===== src/rtl/ifu_pkg.sv =====
// Shared types and constants for the instruction fetch unit: prefetch entry layout, reset PC, NOP.
// Combinational only; no flow control.
package ifu_pkg;

   localparam logic [31:0] RESET_PC_DEFAULT = 32'h0000_0000;
   localparam int          INSTR_BYTES      = 4;
   localparam logic [31:0] NOP              = 32'h0000_0013;

   typedef struct packed {
      logic [31:0] instr;
      logic [31:0] pc;
      logic        fault;
   } fifo_entry_t;

   localparam int ENTRY_W = $bits(fifo_entry_t);

   function automatic logic [31:0] next_pc(input logic [31:0] pc);
      return pc + 32'(INSTR_BYTES);
   endfunction

endpackage


===== src/rtl/ifu_if.sv =====
// Fetch-unit bus bundle: imem req/gnt/rvalid, redirect pulse and decoder valid/ready.
// master = fetch unit side, slave = memory/decoder/control side.
interface ifu_if;

   logic        imem_req;
   logic [31:0] imem_addr;
   logic        imem_gnt;
   logic        imem_rvalid;
   logic [31:0] imem_rdata;
   logic        redirect_valid;
   logic [31:0] redirect_pc;
   logic        if_valid;
   logic        if_ready;
   logic [31:0] if_instr;
   logic [31:0] if_pc;
   logic        if_fault;

   modport master (
      output imem_req, imem_addr, if_valid, if_instr, if_pc, if_fault,
      input  imem_gnt, imem_rvalid, imem_rdata, redirect_valid, redirect_pc, if_ready
   );

   modport slave (
      input  imem_req, imem_addr, if_valid, if_instr, if_pc, if_fault,
      output imem_gnt, imem_rvalid, imem_rdata, redirect_valid, redirect_pc, if_ready
   );

endinterface


===== src/rtl/ifu_fifo.sv =====
// Synchronous FIFO with flush; head is registered storage (push visible next cycle, no bypass).
// Flush dominates push/pop; a push into a full FIFO is taken only together with a pop.
module ifu_fifo #(
   parameter int             W         = 32,
   parameter int             DEPTH     = 2,
   parameter logic [W-1:0]   RESET_VAL = '0,
   localparam int            AW        = (DEPTH > 1) ? $clog2(DEPTH) : 1,
   localparam int            CW        = $clog2(DEPTH + 1)
) (
   input  logic          clk,
   input  logic          rst_n,
   input  logic          flush_i,
   input  logic          push_i,
   input  logic [W-1:0]  push_dat_i,
   input  logic          pop_i,
   output logic [W-1:0]  head_dat_o,
   output logic [CW-1:0] count_o
);

   logic [W-1:0]  mem_q [DEPTH];
   logic [AW-1:0] rd_ptr_q, wr_ptr_q;
   logic [CW-1:0] count_q;
   logic          do_push, do_pop, full;

   assign full    = (count_q == CW'(DEPTH));
   assign do_pop  = pop_i && (count_q != '0);
   assign do_push = push_i && (!full || do_pop);

   always_ff @(posedge clk or negedge rst_n) begin
      if (!rst_n) begin
         for (int i = 0; i < DEPTH; i++) mem_q[i] <= RESET_VAL;
         rd_ptr_q <= '0;
         wr_ptr_q <= '0;
         count_q  <= '0;
      end else if (flush_i) begin
         rd_ptr_q <= '0;
         wr_ptr_q <= '0;
         count_q  <= '0;
      end else begin
         if (do_push) begin
            mem_q[wr_ptr_q] <= push_dat_i;
            wr_ptr_q        <= wr_ptr_q + AW'(1);
         end
         if (do_pop) rd_ptr_q <= rd_ptr_q + AW'(1);
         count_q <= count_q + CW'(do_push) - CW'(do_pop);
      end
   end

   assign head_dat_o = mem_q[rd_ptr_q];
   assign count_o    = count_q;

endmodule


===== src/rtl/instruction_fetch_unit.sv =====
// Fetch stage: credit-limited imem requests, in-order prefetch FIFO to decoder (rvalid N -> if_valid N+1).
// Redirects flush and drain in-flight words; IFU_MISALIGN_CHECK_EN turns misaligned targets into one fault entry.
module instruction_fetch_unit
   import ifu_pkg::*;
#(
   parameter logic [31:0] RESET_PC   = RESET_PC_DEFAULT,
   parameter int          FIFO_DEPTH = 2
) (
   input logic   clk,
   input logic   rst_n,
   ifu_if.master bus
);

   localparam int                 CW       = $clog2(FIFO_DEPTH + 1);
   localparam logic [ENTRY_W-1:0] PF_RESET = {32'h0, RESET_PC, 1'b0};

   logic [31:0]   pc_q, pc_d;
   logic [CW-1:0] disc_q, disc_d;
   logic          run_q;
   logic          redirect, granted, tag_pop, fetch_ok, fault_push;
   logic [31:0]   redir_pc, tag_pc;
   logic [CW-1:0] pf_cnt, tag_cnt, outstanding;
   fifo_entry_t   pf_push_dat, pf_head;

   assign redirect = bus.redirect_valid;
   // Responses still owed = tagged (kept) requests plus those marked for discard.
   assign outstanding = tag_cnt + disc_q;

   assign bus.imem_req  = run_q && fetch_ok && !redirect &&
                          (({1'b0, pf_cnt} + {1'b0, outstanding}) < (CW + 1)'(FIFO_DEPTH));
   assign bus.imem_addr = pc_q;
   assign granted       = bus.imem_req && bus.imem_gnt;
   assign tag_pop       = bus.imem_rvalid && (disc_q == '0);

   always_comb begin
      disc_d = disc_q;
      if (redirect)
         disc_d = outstanding - CW'(bus.imem_rvalid);
      else if (bus.imem_rvalid && (disc_q != '0))
         disc_d = disc_q - CW'(1);
   end

   always_comb begin
      pc_d = pc_q;
      if (redirect)     pc_d = redir_pc;
      else if (granted) pc_d = next_pc(pc_q);
   end

   always_ff @(posedge clk or negedge rst_n) begin
      if (!rst_n) begin
         pc_q   <= RESET_PC;
         disc_q <= '0;
         run_q  <= 1'b0;
      end else begin
         pc_q   <= pc_d;
         disc_q <= disc_d;
         run_q  <= 1'b1;
      end
   end

`ifdef IFU_MISALIGN_CHECK_EN
   logic mis_pend_q, mis_pend_d, halt_q, halt_d;

   // pc_q holds the misaligned target while halted, so it doubles as the fault PC.
   always_comb begin
      mis_pend_d = mis_pend_q;
      halt_d     = halt_q;
      fault_push = 1'b0;
      if (redirect) begin
         mis_pend_d = (bus.redirect_pc[1:0] != 2'b00);
         halt_d     = 1'b0;
      end else if (mis_pend_q && (outstanding == '0)) begin
         fault_push = 1'b1;
         mis_pend_d = 1'b0;
         halt_d     = 1'b1;
      end
   end

   always_ff @(posedge clk or negedge rst_n) begin
      if (!rst_n) begin
         mis_pend_q <= 1'b0;
         halt_q     <= 1'b0;
      end else begin
         mis_pend_q <= mis_pend_d;
         halt_q     <= halt_d;
      end
   end

   assign fetch_ok = !mis_pend_q && !halt_q;
   assign redir_pc = bus.redirect_pc;
`else
   assign fetch_ok   = 1'b1;
   assign fault_push = 1'b0;
   assign redir_pc   = bus.redirect_pc & 32'hFFFF_FFFC;
`endif

   always_comb begin
      pf_push_dat = '{instr: bus.imem_rdata, pc: tag_pc, fault: 1'b0};
      if (fault_push) pf_push_dat = '{instr: 32'h0, pc: pc_q, fault: 1'b1};
   end

   ifu_fifo #(.W(32), .DEPTH(FIFO_DEPTH), .RESET_VAL(RESET_PC)) u_tag_q (
      .clk        (clk),
      .rst_n      (rst_n),
      .flush_i    (redirect),
      .push_i     (granted),
      .push_dat_i (pc_q),
      .pop_i      (tag_pop),
      .head_dat_o (tag_pc),
      .count_o    (tag_cnt)
   );

   ifu_fifo #(.W(ENTRY_W), .DEPTH(FIFO_DEPTH), .RESET_VAL(PF_RESET)) u_prefetch_q (
      .clk        (clk),
      .rst_n      (rst_n),
      .flush_i    (redirect),
      .push_i     (tag_pop || fault_push),
      .push_dat_i (pf_push_dat),
      .pop_i      (bus.if_valid && bus.if_ready),
      .head_dat_o (pf_head),
      .count_o    (pf_cnt)
   );

   // Without the misalign check no fault entry is ever pushed, so the fault bit stays 0.
   assign bus.if_valid = (pf_cnt != '0);
   assign bus.if_instr = pf_head.instr;
   assign bus.if_pc    = pf_head.pc;
   assign bus.if_fault = pf_head.fault;

endmodule


===== src/flat_wrapper.sv =====
// flat-port wrapper written by rule: the top's interface ports become plain ports
module instruction_fetch_unit_flat import ifu_pkg::*;
#(
   parameter logic [31:0] RESET_PC   = RESET_PC_DEFAULT,
   parameter int          FIFO_DEPTH = 2
)
  (clk, rst_n, bus_imem_req, bus_imem_addr, bus_if_valid, bus_if_instr, bus_if_pc, bus_if_fault, bus_imem_gnt, bus_imem_rvalid, bus_imem_rdata, bus_redirect_valid, bus_redirect_pc, bus_if_ready);
  ifu_if bus_i ();
  input logic clk;
  input logic rst_n;
  output wire logic [$bits(bus_i.imem_req)-1:0] bus_imem_req;
  output wire logic [$bits(bus_i.imem_addr)-1:0] bus_imem_addr;
  output wire logic [$bits(bus_i.if_valid)-1:0] bus_if_valid;
  output wire logic [$bits(bus_i.if_instr)-1:0] bus_if_instr;
  output wire logic [$bits(bus_i.if_pc)-1:0] bus_if_pc;
  output wire logic [$bits(bus_i.if_fault)-1:0] bus_if_fault;
  input wire logic [$bits(bus_i.imem_gnt)-1:0] bus_imem_gnt;
  input wire logic [$bits(bus_i.imem_rvalid)-1:0] bus_imem_rvalid;
  input wire logic [$bits(bus_i.imem_rdata)-1:0] bus_imem_rdata;
  input wire logic [$bits(bus_i.redirect_valid)-1:0] bus_redirect_valid;
  input wire logic [$bits(bus_i.redirect_pc)-1:0] bus_redirect_pc;
  input wire logic [$bits(bus_i.if_ready)-1:0] bus_if_ready;
  assign bus_imem_req = bus_i.imem_req;
  assign bus_imem_addr = bus_i.imem_addr;
  assign bus_if_valid = bus_i.if_valid;
  assign bus_if_instr = bus_i.if_instr;
  assign bus_if_pc = bus_i.if_pc;
  assign bus_if_fault = bus_i.if_fault;
  assign bus_i.imem_gnt = bus_imem_gnt;
  assign bus_i.imem_rvalid = bus_imem_rvalid;
  assign bus_i.imem_rdata = bus_imem_rdata;
  assign bus_i.redirect_valid = bus_redirect_valid;
  assign bus_i.redirect_pc = bus_redirect_pc;
  assign bus_i.if_ready = bus_if_ready;
  instruction_fetch_unit #(.RESET_PC(RESET_PC), .FIFO_DEPTH(FIFO_DEPTH)) u_core (.clk(clk), .rst_n(rst_n), .bus(bus_i));
endmodule

===== config.mk =====
export PLATFORM = sky130hd
export DESIGN_NAME = instruction_fetch_unit_flat
export DESIGN_NICKNAME = d
export VERILOG_FILES = /design/src/rtl/ifu_pkg.sv /design/src/rtl/ifu_if.sv /design/src/rtl/ifu_fifo.sv /design/src/rtl/instruction_fetch_unit.sv /design/src/flat_wrapper.sv
export SDC_FILE = /design/constraint.sdc
export NUM_CORES = 1
export LEC_CHECK = 0
export BUFFER_PORTS_ARGS = -buffer_cell sky130_fd_sc_hd__buf_2
export CORE_AREA = 4 4 208 210
export CTS_CLUSTER_SIZE = 28
export DETAILED_ROUTE_END_ITERATION = 8
export DIE_AREA = 0 0 212 214
export HOLD_SLACK_MARGIN = 0.15
export MAX_ROUTING_LAYER = met4
export RECOVER_POWER = 100
export SLEW_MARGIN = 10
export SYNTH_ARGS = -nofsm -noshare
export SYNTH_HDL_FRONTEND = slang
export SYNTH_SLANG_ARGS = --single-unit

===== constraint.sdc =====
create_clock -name clk -period 7.8 [get_ports clk]
set_input_delay 1.17 -clock clk [delete_from_list [all_inputs] [get_ports clk]]
set_output_delay 1.17 -clock clk [all_outputs]
set_load 0.01 [all_outputs]

==> qor.yml, run 1 <==
fin_crit_ps: 5400
cts.clk_slew.worst_paths_ps: 60
holdPathStages: 2
finalCritPeriodShare: 0.692
critPathLaunch: "bus_redirect_valid"
drc_errors: 0
endpoint_kind: "flip-flop"
grt_max_degree: 103
syn_to_final_growth_pct: 20.8
setup_tns_ps: 0
ys_seq_area_frac: 0.552
routedWlPerCell_um: 17.1
tightest_slew_ps: 3520
peakVddDrop_mv: 0.126
hpwlAfterDp_um: 17600
worst_r2r_endpoint: "u_core.u_tag_q.mem_q[62]"
hold_path_class: "flip-flop to flip-flop"
synth_cell_type_count: 52
clk-insertion-delay-late_ps: 550
outcome: "complete, but fails checks"
gp_congestion: 0.763
drtIter0Drc: 367
p_int_mw: 3.15
pwr-share-comb: 0.303
drt_wl_total_um: 26600
r2r_start: "u_core.u_tag_q.count_o[0]"
cts_tree: "done"
layout_common_cells: "dfrtp_1 (225), mux2_2 (165), clkbuf_1 (90)"
path_class: "input pin to flip-flop"
reg2regPathDepth: 11
power.switching_mw: 1.52
rsz0062_at_grt: "false"
netlist_instances: 839
p_seq_frac: 0.412
fill_cells: 4303
rows: 75
violations: "max-capacitance violations, max-slew violations"
yosys_warnings: 0
dp.cells: 1499
cpMostUsedCell: "clkbuf_1"
nets: 1069
cts_resized: 0
arrival_ps: 5810
cts_root_buf: "clkbuf_16"
max_cap_viol_count: 9
dieWidth_um: 212
grt_pass1_vias: 7111
p_sw_frac: 0.325
startpoint_type: "input pin"
pwr-share-clk: 0.285
vias: 6932
worstPathRequired_ps: 8220
grt-ovfl-total: 0
grt_pass1_wl_um: 41400
ioPinCount: 169
critPathMaxStageDelay_ps: 1540
portBuffers: 161
max_slew_margin: -1.35
post-cts-setup-buffers: 0
min_from: "u_core.u_tag_q.mem_q[4]"
coreArea_um2: 41600
critPathSlowestCell: "clkbuf_1"
drive_above_1_share: 0.299
cts_max_level: 1
finalSetupViolCount: 0
final-instance-count-excl-fill: 1552
cts_inserted_buffers: 28
rrSetupSlack_ps: 2970
layout_commonest_cell: "dfrtp_1"
hold_violations: 0
track_usage: 0.119
ys_ff_latch: 225
clock_sinks: 225
pwr_density_cell_nw_per_um2: 379
fin_skew_ps: 16.1
hold_end: "u_core.u_tag_q.mem_q[4]"
via_per_inst: 4.47
max_freq_mhz: 185
initial_core_util: 0.245
synth_area_um2: 10200
drt-pass1-iter-count: 4
antenna_found_initial: 1
ant_nets: 0
die_h_um: 214
leakagePower_nw: 5.30
syn_area_per_cell_um2: 12.2
final-max-slew-violation-count: 433
postCtsHoldBufs: 0
clockBufferDepth: 3
cp_max_fo: 59
path_cells: "buf_2 -> clkbuf_1 -> nand4b_1 -> inv_1 -> and2_0 -> nand2_1 -> nor2_2 -> clkbuf_1 -> mux2_2"
die_area_um2: 45400
cells in the mapped netlist, drive strengths merged:
cell / count / area [µm²]
nor3b: 2 / 20.0
clkbuf: 26 / 97.6
nor4: 5 / 52.6
or3: 2 / 12.5
ha: 8 / 100
o22ai: 1 / 6.26
nand3: 14 / 80.1
nand2: 42 / 158
and4: 3 / 26.3
and4bb: 1 / 12.5
o21a: 1 / 7.51
o211ai: 3 / 22.5
a21oi: 64 / 320
mux2i: 32 / 320
clkinv: 1 / 3.75
nand4b: 1 / 23.8
or4: 2 / 18.8
buf: 26 / 151
o311ai: 2 / 25.0
mux2: 183 / 2060
nand4: 9 / 56.3
or2: 1 / 6.26
xnor2: 23 / 201
nand3b: 1 / 7.51
nor2b: 2 / 12.5
nand2b: 3 / 18.8
dfrtp: 225 / 5630
inv: 13 / 48.8
o221ai: 1 / 8.76
o21ai: 28 / 140
conb: 2 / 7.51
nor2: 80 / 300
nand4bb: 1 / 11.3
and2: 4 / 25.0
fa: 1 / 20.0
a221o: 4 / 41.3
xor2: 7 / 61.3
and3: 4 / 25.0
nor3: 9 / 45.0
a211oi: 1 / 7.51
o31a: 1 / 8.76
worst max-delay path: cells and delay by family:
kind	cells	cell delay, ps
buf+inv	4	2700
mux	1	460
simple gates	4	1450
per-layer routing:
layer,vias to the layer above,wire length [µm],GRT usage
met1,3466,12500,0.161
met5,-,0,-
met3,35,1450,0.0209
li1,3241,-,-
met4,0,559,0.0311
met2,190,12000,0.184
cells by family after synthesis:
logic type | count (synthesis) | share of synthesized area
flip-flops | 225 | 0.552
multiplexers | 215 | 0.233
AND/OR/NAND/NOR | 186 | 0.0894
AO/OA/AOI/OAI | 106 | 0.0576
buffers and inverters | 66 | 0.0296
XOR/XNOR | 30 | 0.0258
adder cells (fa/ha/maj) | 9 | 0.0118
other | 2 | 0.000736
how the worst max path moves through the flow:
| stage | slack [ps] | to | depth (start not counted) |
|---|---|---|---|
| global route | 2060 | u_core.u_tag_q.mem_q[56] | 9 |
| global placement | 3830 | u_core.u_tag_q.mem_q[30] | 7 |
| CTS | 3950 | u_core.u_tag_q.mem_q[22] | 9 |
| floorplan | 4840 | u_core.u_tag_q.mem_q[34] | 12 |
| finish | 2400 | u_core.u_tag_q.mem_q[62] | 9 |
| detailed placement | 3760 | u_core.u_tag_q.mem_q[16] | 7 |
power groups by stage:
| stage | combinational, mW | clock, mW | sequential, mW |
|---|---|---|---|
| final | 1.42 | 1.33 | 1.92 |
| after global routing | 1.57 | 1.44 | 1.99 |
| after CTS | 1.50 | 1.38 | 1.94 |
| after detailed placement | 1.49 | 0 | 1.96 |
| after global placement | 1.46 | 0 | 1.92 |
| after floorplan | 1.05 | 0 | 1.81 |
sequential cells by signal, summed over array words and instances (netlist names), 2 cells and up:
name and cells:
u_core.bus.imem_addr 30, u_core.disc_q 2, u_core.u_prefetch_q.count_o 2, u_core.u_prefetch_q.mem_q 124, u_core.u_tag_q.count_o 2, u_core.u_tag_q.mem_q 60
layout make-up:
cell class              instances  area, µm²  share of cell area
inverters                      14       52.6             0.00426
repair buffers                169        757              0.0614
well taps                     539        674              0.0547
clock inverters                11        143              0.0116
multi-input cells             552       4240               0.344
clock buffers                  41        821              0.0666
flip-flops and latches        225       5630               0.457
diodes                          1       2.50            0.000203
through the flow:
step | setup slack [ps] | power (mW) | util | hold WS [ps] | instance area (µm²)
2_1_floorplan | 4840 | 2.86 | - | 450 | 10200
3_3_place_gp | 3830 | 3.38 | 0.278 | 462 | 11500
3_5_place_dp | 3760 | 3.44 | 0.278 | 475 | 11500
4_1_cts | 3950 | 4.82 | 0.301 | 488 | 12500
5_1_grt | 2060 | 5.00 | 0.296 | 513 | 12300
6_report | 2400 | 4.68 | 0.296 | 482 | 12300
Power figures use the tool's default switching activity.
==> run 2, diff against run 1 <==
Settings changed: ABC_AREA set to 1, CORE_AREA 4 4 208 210 to 4 4 213 215, DIE_AREA 0 0 212 214 to 0 0 217 219.
Clock period 7.8 ns to 4.6 ns, I/O delays scaled along.
==> run 2 against run 1 <==
Net effect:
- the flow still finishes with violations (max-capacitance violations, max-slew violations)
- clock skew increased by 11 ps
- register-to-register slack got worse by 2100 ps
- area after synthesis increased by 5.2%
- hold slack got worse by 250 ps
- clock power increased by 50%
- design area increased by 3.5%
- count of clock-buffer cells in the layout decreased by 1
- via count increased by 33%
- combinational power increased by 70%
- total power increased by 63%
- critical path depth unchanged
- largest power group unchanged
- highest routed layer unchanged
==> qor.yml, run 2 <==
dieWidth_um: 217
p_seq_frac: 0.420
ys_seq_area_frac: 0.524
netlist_instances: 1413
hpwlAfterDp_um: 20900
violations: "max-capacitance violations, max-slew violations"
drt_wl_total_um: 30300
nets: 1625
die_area_um2: 47500
initial_core_util: 0.246
p_int_mw: 4.70
drive_above_1_share: 0.0798
critPathSlowestCell: "clkbuf_1"
grt_max_degree: 131
vias: 9230
synth_edf_count: 0
yosys_warnings: 0
yosys-top-cells-count: "nand2_1 (532), dfrtp_1 (225), o21ai_0 (188)"
ioPinCount: 169
tightest_slew_ps: 2580
finalCritPeriodShare: 0.810
rsz0062_at_grt: "false"
pwr-share-clk: 0.263
layout_common_cells: "nand2_1 (536), dfrtp_1 (224), o21ai_0 (215)"
peakVddDrop_mv: 0.303
grt_pass1_wl_um: 47800
clockBufferDepth: 3
clock_sinks: 225
largest_reg_flops: 124
pwr_density_cell_nw_per_um2: 598
cts_resized: 0
cpMostUsedCell: "nand2_1"
yosysMostFrequentCell: "nand2_1"
drc_errors: 0
max_freq_mhz: 268
syn_area_per_cell_um2: 7.60
fin_crit_ps: 3720
cts_inserted_buffers: 27
synth_flop_cell: "dfrtp_1"
cp_max_fo: 64
synth_area_um2: 10700
synth.area.top_cells: "dfrtp_1 (52%), nand2_1 (19%), o21ai_0 (8.8%)"
p_sw_frac: 0.383
endpoint_kind: "flip-flop"
grt_pass1_vias: 8780
critPathMaxStageDelay_ps: 1830
power_mw: 7.62
path_class: "flip-flop to flip-flop"
max_slew_margin: -0.718
hold_path_class: "input pin to asynchronous set/reset pin"
cts_root_buf: "clkbuf_16"
hold_violations: 0
yosys.area.top_type: "dfrtp_1"
cts.clk_slew.worst_paths_ps: 60
setup_tns_ps: 0
fin_skew_ps: 27.2
pre_cts_ws_ps: 1160
routedWlPerCell_um: 14.1
postCtsHoldBufs: 0
path_cells: "inv_1 -> nand2_1 -> nand2_1 -> nand3_1 -> nand2_1 -> inv_1 -> nand3_1 -> clkbuf_1 -> o21ai_0"
layout_commonest_cell: "nand2_1"
final-max-slew-violation-count: 352
ant_nets: 0
syn_to_final_growth_pct: 18.7
drt-pass1-iter-count: 5
ys_async_sr_fraction: 1.00
finalSetupViolCount: 0
rows: 77
via_per_inst: 4.28
worstPathRequired_ps: 4900
pwr-share-comb: 0.317
antennaDiodeCount: 0
max_cap_viol_count: 5
cts_tree: "done"
fin_ws_ps: 875
antenna_found_initial: 0
utilization: 0.291
gp_congestion: 0.867
portBuffers: 161
post-cts-setup-buffers: 0
track_usage: 0.128
power.switching_mw: 2.92
top_register: "u_core.u_prefetch_q.mem_q"
grt-ovfl-total: 0
leakagePower_nw: 6.19
synth_top_area_frac: 0.524
die_h_um: 219
ys_ff_latch: 225
holdWs_ps: 234
startpoint_type: "flip-flop"
outcome: "complete, but fails checks"
coreArea_um2: 43700
clk-insertion-delay-late_ps: 560
arrival_ps: 4020
drtIter0Drc: 736
cts_max_level: 1
synth_cell_type_count: 37
[run 2: changes by cell type in the layout (fill, tap and decap cells not counted), moves of 7 or more]
cell / before / now
a21oi_1: 64 / 34
buf_2: 83 / 68
clkbuf_1: 90 / 105
inv_1: 13 / 145
mux2_1: 18 / 0
mux2_2: 165 / 0
mux2i_1: 32 / 0
nand2_1: 42 / 536
nand3_1: 13 / 44
nand4_1: 9 / 2
nor2_1: 79 / 97
o21ai_0: 27 / 215
xnor2_1: 23 / 3
[run 2: critical path, delay by kind of cell, from the launching register on]
| family | cells | cell delay [ps] |
|---|---|---|
| buffers and inverters | 3 | 2040 |
| AND/OR/NAND/NOR | 5 | 690 |
| flip-flops | 1 | 400 |
| AO/OA/AOI/OAI | 1 | 280 |
[run 2: through the flow]
stage | instance area [µm²] | cells
after floorplan | 10800 | 1417
after global placement | 12100 | 2109
after detailed placement | 12100 | 2109
after CTS | 12900 | 2158
after global routing | 12700 | 2158
final | 12700 | 2158
[run 2: cell families (layout without fill, tap and decap cells)]
family / after synthesis / count (layout) / synth area share
AND/OR/NAND/NOR: 689 / 689 / 0.251
adder cells (fa/ha/maj): 9 / 9 / 0.0112
buffers and inverters: 222 / 371 / 0.0849
AO/OA/AOI/OAI: 261 / 261 / 0.124
XOR/XNOR: 5 / 5 / 0.00408
flip-flops: 225 / 225 / 0.524
other: 2 / 6 / 0.000699
[run 2: final cells by class]
| type | count | area [µm²] |
|---|---|---|
| fillers | 4816 | 31000 |
| flip-flops and latches | 225 | 5630 |
| multi-input cells | 970 | 4190 |
| repair buffers | 175 | 798 |
| clock buffers | 40 | 764 |
| well taps | 592 | 741 |
| inverters | 147 | 552 |
| clock inverters | 9 | 68.8 |
[run 2: per-layer routing]
metal,GRT usage,routed length (µm),up-vias,part of all wire
met3,0.0245,1780,40,0.059
met2,0.190,13100,253,0.43
li1,-,-,4661,-
met5,-,0,-,0
met4,0.0350,712,0,0.023
met1,0.178,14700,4276,0.49
[run 2: path summary, 6_finish.rpt]
check / startpoint / slack, ps / depth (start not counted) / end
hold reg to reg: u_core.u_prefetch_q.mem_q[21] / 480 / 2 / u_core.u_prefetch_q.mem_q[21]
min in group clk: bus_redirect_pc[31] / 350 / 3 / u_core.bus.imem_addr[31]
setup / recovery: u_core.u_prefetch_q.count_o[1] / 880 / 9 / u_core.u_prefetch_q.mem_q[124]
setup reg to reg: u_core.u_prefetch_q.count_o[1] / 880 / 9 / u_core.u_prefetch_q.mem_q[124]
hold / removal: rst_n / 230 / 1 / u_core.u_prefetch_q.mem_q[38]
max in group asynchronous: rst_n / 1760 / 2 / u_core.u_tag_q.mem_q[45]
[run 2: power by group through the flow]
stage / sequential (mW) / clock (mW) / combinational, mW
global route: 3.30 / 2.15 / 2.80
CTS: 3.20 / 2.08 / 2.59
detailed placement: 3.23 / 0 / 2.57
global placement: 3.20 / 0 / 2.51
finish: 3.20 / 2.00 / 2.42
floorplan: 3.14 / 0 / 1.60
